[config.mk]
export PLATFORM = sky130hd
export DESIGN_NAME = mem_access_stage
export DESIGN_NICKNAME = d
export VERILOG_FILES = /design/src/rtl/mem_access_stage.sv
export SDC_FILE = /design/constraint.sdc
export NUM_CORES = 1
export LEC_CHECK = 0
export ABC_CLOCK_PERIOD_IN_PS = 3600
export CAP_MARGIN = 20
export CORE_MARGIN = 8
export CORE_UTILIZATION = 35
export DETAILED_ROUTE_END_ITERATION = 7
export PLACE_DENSITY = 0.69
export REMOVE_ABC_BUFFERS = 1
export SLEW_MARGIN = 20
export SYNTH_ARGS = -nofsm -noshare
export SYNTH_HDL_FRONTEND = slang
export SYNTH_SLANG_ARGS = --single-unit
[constraint.sdc]
create_clock -name clock -period 3.6 [get_ports clock]
set_input_delay 0.72 -clock clock [delete_from_list [all_inputs] [get_ports clock]]
set_output_delay 0.72 -clock clock [all_outputs]
set_load 0.02 [all_outputs]
[src/rtl/mem_access_stage.sv]
// mem_access_stage: pipeline memory stage. ALU ops pass through with no added latency.
// Loads and stores use a req/ack handshake and stall the pipe until ack or timeout.
module mem_access_stage #(
    parameter int TIMEOUT = 16
) (
    input  logic        clock,
    input  logic        clear,
    input  logic        in_valid,
    input  logic [15:0] alu_result,
    input  logic [15:0] store_data,
    input  logic [2:0]  Rdest_num,
    input  logic        Reg_write,
    input  logic        Mem_read,
    input  logic        Mem_write,
    output logic        mem_req,
    output logic        mem_we,
    output logic [15:0] mem_addr,
    output logic [15:0] mem_wdata,
    input  logic        mem_ack,
    input  logic [15:0] mem_rdata,
    output logic [15:0] data,
    output logic [2:0]  Rdest_num_out,
    output logic        Reg_write_out,
    output logic        wb_valid,
    output logic        stall,
    output logic        mem_err
);
    typedef enum logic {IDLE, BUSY} state_t;
    state_t     state, state_nxt;
    logic [7:0] cnt;
    logic [2:0] rd_q;
    logic       rw_q;
    logic       mem_op, busy, done;
    assign mem_op = in_valid & (Mem_read | Mem_write);
    assign busy   = state == BUSY;
    assign done   = busy & (mem_ack | (cnt == 8'(TIMEOUT - 1)));
    always_comb begin
        state_nxt     = state;
        data          = 16'h0;
        Rdest_num_out = 3'd0;
        Reg_write_out = 1'b0;
        wb_valid      = 1'b0;
        stall         = 1'b0;
        if (!clear && !busy) begin
            stall         = mem_op;
            state_nxt     = mem_op ? BUSY : IDLE;
            data          = mem_op ? 16'h0 : alu_result;
            Rdest_num_out = mem_op ? 3'd0 : Rdest_num;
            Reg_write_out = ~mem_op & Reg_write & in_valid;
            wb_valid      = ~mem_op & in_valid;
        end else if (!clear) begin
            stall         = ~done;
            wb_valid      = done;
            state_nxt     = done ? IDLE : BUSY;
            // mem_we doubles as the captured is_store flag; a timeout leaves data and write-enable at zero
            data          = mem_ack ? (mem_we ? mem_addr : mem_rdata) : 16'h0;
            Rdest_num_out = mem_ack ? rd_q : 3'd0;
            Reg_write_out = mem_ack & rw_q & ~mem_we;
        end
    end
    always_ff @(posedge clock) begin
        if (clear) begin
            state     <= IDLE;
            mem_req   <= 1'b0;
            mem_we    <= 1'b0;
            mem_addr  <= 16'h0;
            mem_wdata <= 16'h0;
            cnt       <= 8'd0;
            mem_err   <= 1'b0;
            rd_q      <= 3'd0;
            rw_q      <= 1'b0;
        end else begin
            state <= state_nxt;
            if (!busy && mem_op) begin
                mem_req   <= 1'b1;
                mem_we    <= Mem_write;
                mem_addr  <= alu_result;
                mem_wdata <= store_data;
                rd_q      <= Rdest_num;
                rw_q      <= Reg_write;
                cnt       <= 8'd0;
            end else if (done) begin
                mem_req <= 1'b0;
                if (!mem_ack) mem_err <= 1'b1;
            end else if (busy) begin
                cnt <= cnt + 8'd1;
            end
        end
    end
endmodule
Word level (Yosys, flattened, before mapping)

Index checks and enable logic that the tools add are counted.
W data, S select, Z words.

Add/sub/neg operators: 1
Equality and inequality tests: 1
Muxes and demuxes: 20
Bitwise gates (word level): 14
Reduce and logical (&&, ||, !) cells: 8

Operators by type and width:

| kind                  | count |
|---|---|
| $mux W16              | 5 |
| $mux W3               | 4 |
| $mux W1               | 11 |
| $add A8 B1 Y8 const B | 1 |
| $eq A8 B4 Y1 const B  | 1 |
| $and A1 B1 Y1         | 7 |
| $not A1 Y1            | 5 |
| $reduce_and A3 Y1     | 1 |
| $logic_and A1 B1 Y1   | 2 |
| $logic_not A1 Y1      | 2 |
| $or A1 B1 Y1          | 2 |
| $reduce_and A2 Y1     | 1 |
| $reduce_bool A2 Y1    | 1 |
| $reduce_or A2 Y1      | 1 |

Bits in registers: 48
Output and inout bits: 57
Logic and storage cells: 53

Logic depth before layout (Yosys ltp)

Depth after elaboration: 6
Gate-level depth with buffers: 6
Mapped depth without buffers: 4

Worst setup path before layout

Ideal clock, no wire load.

Path type: input-to-output
Start: in clear
End: out Reg_write_out
Arrival: 1.791 ns
Required time: 2.880 ns
Path slack: 1.089 ns
Cell stages on the path: 4
Path buffers: 1
Cells stage by stage: buf_4 -> inv_2 -> nand3_1 -> o32ai_1

Cells in the longest elaborated chain, start to end: 3
Elaborated cells between the ends (all ways): 4
Those cells by class: 2 x mux; 2 x reduce/logical

Ends and longest elaborated chain:

| element             | line | source |
|---|---|---|
| start, declared     | 7    | `input logic clear,` |
| $logic_not A1 Y1    | n/a  |  |
| $logic_and A1 B1 Y1 | 44   | `if (!clear && !busy) begin` |
| $mux W1 (*)         | 44   |  |
| end, declared       | 23   | `output logic Reg_write_out,` |

Every way passes the cells marked *; elsewhere a longest branch is shown, timed or not.

Worst setup path after layout

Start: in clear
End: out data[7]

Cells in the longest elaborated chain, start to end: 3
Elaborated cells between the ends (all ways): 4
Those cells by class: 2 x mux; 2 x reduce/logical

Ends and longest elaborated chain:

| element             | line | source |
|---|---|---|
| $logic_not A1 Y1    | n/a  |  |
| $logic_and A1 B1 Y1 | 44   |  |
| $mux W16 (*)        | 44   |  |
| end, declared       | 21   | `output logic [15:0] data,` |

Marks and branches as above.

==> out/metrics.csv <==
stage,metric,value,unit
synth,top cell type by total area after synthesis,dfxtp_1,
floorplan,Initial Utilization,35.3,%
timing,crit path time final,3.38,ns
synth,synth warn,0,
floorplan,Die Y,97.8,um
cts,Clock Root Buffer,clkbuf_8,
critical_path,worst r2r path cells,3,
critical_path,crit path kind,in2out,
worst_hold_path,Min-Delay Path Class,reg2reg,
global_routing,Congestion Overflow GR,0,
critical_path,CP required,2.88,ns
layout,Area Overhead vs Synth,55.0,%
synth,Area contributors post-synth,"dfxtp_1, mux2i_1, a22o_1",
timing,Final Setup Violations,0,
synth,#FFs+latches synth,48,
timing,Slew @ Worst Pin,0.746,ns
timing,Worst Clk Skew,0.00563,ns
synth,"Avg Cell Area, Syn",9.49,sq um
routing,DRC,0,
synth,ys flop type,dfxtp_1,
cts,clock tree sinks,48,
synth,synthesized instance count,247,
global_routing,GRT busiest layer,met2,
routing,number of DRC markers in iteration 0,86,
synth,Post-synth EDFFs,0,
floorplan,core box area,6640,sq um
timing,fmax,295,MHz
cts,clk_lat worst skew,0.30,ns
global_routing,grt met3 use,7.25,%
critical_path,crit path DAT,2.66,ns
layout,share of post-route cells with drive strength above 1,7.54,%
job,Max Cap Viol,0,
pwr,maximum VDD drop,202,uV
global_routing,pin count of the biggest net entering global routing,27,
critical_path,Crit. End Element,primary output,
critical_path,FF-to-FF setup slack,1.89,ns
timing,final hold vios,0,
synth,synth unique cells,42,
critical_path,CP max FO,19,
routing,total wire length,7460,um
cts,setup bufs post-CTS,0,
cts,Max Buffers Root-to-Sink,2,
placement,port bufs,114,
synth,post-synth top area share,41.0,%
cts,CTS resizes,0,
cts,CTS tree,built,
synth,most common cell in the synthesized netlist,dfxtp_1,
layout,nets,416,
timing,Fin Setup TNS,0,ns
critical_path,Startpoint Class,primary input,
synth,sequential share of the synthesized area,41.0,%
timing,max-slew violations,0,
synth,Commonest cells post-synth,"dfxtp_1, a21oi_1, nand3_1",
floorplan,die area,9570,sq um
cts,Worst-path clk slew,0.08,ns
routing,via count of the routed design,2332,
cts,hold buffers post-CTS,0,
synth,Mapped Area,2340,sq um
worst_hold_path,end of the worst hold path,mem_wdata[8],
pwr,Leak,1.29,nW
global_routing,met1 Use GR,18.0,%
routing,drt wl/cell,17.0,um
floorplan,Die X,97.8,um
routing,Vias/cell,5.32,
timing,Slew headroom,50.0,%
run_status,status,"complete, no violations",
worst_hold_path,hold path start,mem_wdata[8],
timing,RSZ-0062 raised after global routing,false,
critical_path,reg2reg end,mem_wdata[6],
timing,worst setup margin,0.215,ns
placement,Final Wtd Congestion,0.824,
global_routing,global-route wire length before repair,12600,um
worst_hold_path,hold depth,1,
routing,Pre-Repair DR Iteration Count,4,
routing,ANT nets after route,0,
global_routing,vias in the first global route,2520,
global_routing,met2 global-route usage,25.9,%
cts,TritonCTS Buffers,5,
critical_path,Critical path origin,clear,
floorplan,FP Rows,30,
floorplan,IO Count,115,
synth,ys async rst share,0,%
critical_path,reg-to-reg startpoint,busy,
placement,DP HPWL,5570,um
timing,final period utilization,94.0,%
global_routing,All-Layer GR Usage,15.7,%
placement,pre-CTS setup slack,0.243,ns
pwr,total power per unit cell area,345,nW/um^2
layout,utilization after layout,54.7,%
layout,ANT cells,0,
global_routing,initial antenna violation count,0,
cts,H-tree depth,2,
==> report_power, final <==
group,internal (W),switching (W),total [W]
logic,0.000179,0.000162,0.000341
clock network,0.000154,0.000179,0.000332
registers,0.000559,0.0000198,0.000579
==> layout make-up <==
cell class                      instances  area, sq um
Fill cell                             635         3010
Clock inverter                          2         10.0
Tap cell                               80          100
Multi-Input combinational cell        172         1220
Timing Repair Buffer                  125         1240
Inverter                                5         18.8
Sequential cell                        48          961
Clock buffer                            6         82.6
==> critical path, stage by stage <==
cell	delay, ns
clkdlybuf4s50_1	0.53
nor2_1	0.24
a21boi_4	0.23
buf_12	0.17
o2bb2ai_1	0.13
clkdlybuf4s50_1	0.64
==> routing by layer <==
layer | part of all wire, % | vias up
met5 | 0 | -
met4 | 0.91 | 0
met3 | 9.7 | 7
met2 | 46 | 80
met1 | 44 | 1088
li1 | - | 1157
==> cells by family after synthesis <==
kind of cell | Yosys count | share of synthesized area [%]
compound gates | 104 | 31.0
flops | 48 | 41.0
simple gates | 47 | 12.1
buf+inv | 27 | 6.83
mux | 20 | 8.54
fa+ha+maj | 1 | 0.534
==> layout by cell type, fill, tap and decap left out, types with 2 or more instances in the layout <==
cell type | synthesis | final
or4_1 | 2 | 2
and3_1 | 2 | 2
clkinv_2 | 0 | 2
a21o_1 | 2 | 2
o21ai_1 | 21 | 21
a211o_1 | 3 | 3
nor2b_1 | 3 | 2
dfxtp_1 | 48 | 48
nand3_1 | 23 | 23
clkbuf_8 | 0 | 6
mux2i_1 | 20 | 20
inv_1 | 4 | 4
o31ai_1 | 2 | 2
nor3_1 | 2 | 2
buf_4 | 3 | 10
o211ai_1 | 5 | 5
o2bb2ai_1 | 16 | 16
clkdlybuf4s50_1 | 0 | 114
nand2_1 | 3 | 3
a21oi_1 | 27 | 27
nor2_1 | 2 | 2
o21ai_0 | 2 | 2
a22o_1 | 20 | 20
==> registers in the layout (all words and copies together) (netlist names) <==
name	flops
busy	1
mem_err	1
mem_addr	16
mem_wdata	16
cnt	8
mem_req	1
rw_q	1
rd_q	3
mem_we	1
==> per-stage QoR <==
step	hold slack (ns)	instances	power (W)	cell area, sq um
after floorplan	0.442	225	0.000739	2200
after global placement	0.454	430	0.000930	3540
after detailed placement	0.457	430	0.000934	3540
after CTS	0.482	438	0.00127	3630
after global routing	0.507	438	0.00132	3630
final	0.478	438	0.00125	3630
==> how the worst max path moves through the flow <==
stage,endpoint,cells past startpoint
after floorplan,Rdest_num_out[0],3
after global placement,Rdest_num_out[1],6
after detailed placement,data[7],6
after CTS,data[7],6
after global routing,Rdest_num_out[0],6
final,data[7],6
No activity file was read; power rests on OpenSTA's default activity.
==> edit, RTL diff (config.mk and constraints unchanged) <==
Change the parameter `TIMEOUT` from 16 to 8.
--- a/src/rtl/mem_access_stage.sv
+++ b/src/rtl/mem_access_stage.sv
@@ -2,5 +2,5 @@
 // Loads and stores use a req/ack handshake and stall the pipe until ack or timeout.
 module mem_access_stage #(
-    parameter int TIMEOUT = 16
+    parameter int TIMEOUT = 8
 ) (
     input  logic        clock,
Function: changed (a bounded check fails within 10 cycles, from zero or initial values).
==> edit against the unedited design <==
- routed wire length is 4.5% higher
- power down 0.24%
- sequential share of layout area increased by 0.082 points
- setup slack worse by 0.056 ns
- sequential cell count stayed put
- combinational power shrank 4%
- via count increased by 0.56%
- first-iteration DRC count is 48% higher
- final area fell by 0.31%
- die area down 1.0%
- synthesized area down 1.2%
==> edit: results (changes against the unedited design) <==
- The run finished with clean final reports.
- The aggregate global-route resource usage is 0.162 (+0.00436).
- The average wire per standard cell is 17.8 um (+4.8%).
- The pin count of the biggest net entering global routing was 24 (-11%).
- The post-placement setup slack is 0.168 ns (-0.0744 ns).
- The worst reg-to-reg setup slack is 1.76 ns (-0.13 ns).
- The count of cell types in the netlist is 43 (+2.4%).
- The via-per-instance ratio is 5.37 (+0.79%).
- The cell leakage power is 1.31 nW (+1.5%).
- The worst reg-to-reg path cell count is 4 (+1).
- The worst IR drop on VDD is 0.212 mV (+5.3%).
- The path with the worst hold slack has its endpoint at mem_err.
- The start point of the worst hold path is mem_err.
- The signal arrival time at the worst endpoint is 2.72 ns (+0.06 ns).
- The via count of the first global-routing pass was 2474 (-1.8%).
- The commonest cells after synthesis are sky130_fd_sc_hd__dfxtp_1 (48), sky130_fd_sc_hd__a21oi_1 (25), sky130_fd_sc_hd__nand3_1 (24), sky130_fd_sc_hd__o21ai_0 (21), sky130_fd_sc_hd__a22o_1 (20).
- The placer congestion estimate is 0.768 (-6.8%).
- The final worst clock skew was 0.00511 ns (-0.000528 ns).
- Sorting the synthesized cells by area gives the leading types as sky130_fd_sc_hd__dfxtp_1 (42%), sky130_fd_sc_hd__mux2i_1 (7.8%), sky130_fd_sc_hd__a22o_1 (7.6%).
- The number of fillers in the final layout was 621 (-2.2%).
- The number of violations reported at the end of detailed-routing iteration 0 came to 127 (+48%).
- The number of iterations in the first detailed-routing pass is 4 (unchanged).
- The switching portion of total power came to 0.287 (-0.000405).
- The post-place instance area is 3530 um^2 (-0.35%).
- The share of synthesized area occupied by flip-flops and latches is 0.415 (+0.00510).
- The net count reported at finish is 418 (+0.48%).
- The global-route wire length before repair is 13000 um (+2.7%).
- The post-detailed-placement half-perimeter wirelength was 5970 um (+7.1%).
- The largest fanout of any net on the critical path is 9 (-10).
[edit: changes by cell type after synthesis, moves of 2 or more]
cell                       before  now
sky130_fd_sc_hd__o21ai_1       21    2
sky130_fd_sc_hd__o21ai_0        2   21
sky130_fd_sc_hd__mux2i_1       20   18
sky130_fd_sc_hd__a21oi_1       27   25
sky130_fd_sc_hd__nand2b_1       1    3
sky130_fd_sc_hd__buf_6          5    2
sky130_fd_sc_hd__buf_2          8   10
sky130_fd_sc_hd__o211ai_1       5    3
sky130_fd_sc_hd__clkbuf_1       5    7
sky130_fd_sc_hd__a211o_1        3    1
[edit: worst max path at each step]
stage	start	slack [ns]	end	depth (start not counted)
after global placement	Mem_write	0.27	data[13]	6
after detailed placement	Mem_write	0.17	data[13]	6
final	Mem_write	0.16	data[13]	6
after CTS	Mem_write	0.16	data[13]	6
after global routing	Mem_write	0.06	data[13]	6
after floorplan	Mem_read	0.85	stall	3
[edit: area by class of cell]
type | count | area share
repair buffers | 126 | 0.340
multi-input cells | 173 | 0.337
flip-flops and latches | 48 | 0.265
well taps | 77 | 0.0266
clock buffers | 7 | 0.0238
inverters | 5 | 0.00518
clock inverters | 1 | 0.00207
[edit: per-stage QoR]
step / instances / hold slack (ns) / util
5_1_grt: 437 / 0.495 / 0.567
3_5_place_dp: 429 / 0.458 / 0.553
3_3_place_gp: 429 / 0.454 / 0.553
2_1_floorplan: 226 / 0.442 / -
4_1_cts: 437 / 0.480 / 0.567
6_report: 437 / 0.477 / 0.567
[edit: cells by family after synthesis]
kind of cell | share of synthesized area
AO/OA/AOI/OAI | 0.312
adder cells (fa/ha/maj) | 0.00540
buffers and inverters | 0.0573
flip-flops | 0.415
multiplexers | 0.0778
AND/OR/NAND/NOR | 0.132
[edit: metal layers]
layer	routed length, um	up-vias	part of all wire	GRT usage
li1	-	1164	-	-
met1	3240	1085	0.42	0.189
met2	3700	86	0.47	0.266
met3	749	10	0.096	0.0697
met4	104	0	0.013	0.0385
met5	0	-	0	0
[edit: power groups by stage]
| stage | clock network [mW] | registers [mW] | logic, mW |
|---|---|---|---|
| 6_report | 0.339 | 0.582 | 0.328 |
| 5_1_grt | 0.375 | 0.586 | 0.354 |
| 3_3_place_gp | 0 | 0.592 | 0.327 |
| 4_1_cts | 0.353 | 0.582 | 0.333 |
| 3_5_place_dp | 0 | 0.594 | 0.332 |
| 2_1_floorplan | 0 | 0.622 | 0.111 |
[edit: worst max-delay path: stages]
cell	delay (ns)
sky130_fd_sc_hd__clkdlybuf4s50_1	0.44
sky130_fd_sc_hd__or2_1	0.31
sky130_fd_sc_hd__a21boi_4	0.26
sky130_fd_sc_hd__buf_4	0.21
sky130_fd_sc_hd__o2bb2ai_1	0.13
sky130_fd_sc_hd__clkdlybuf4s50_1	0.65
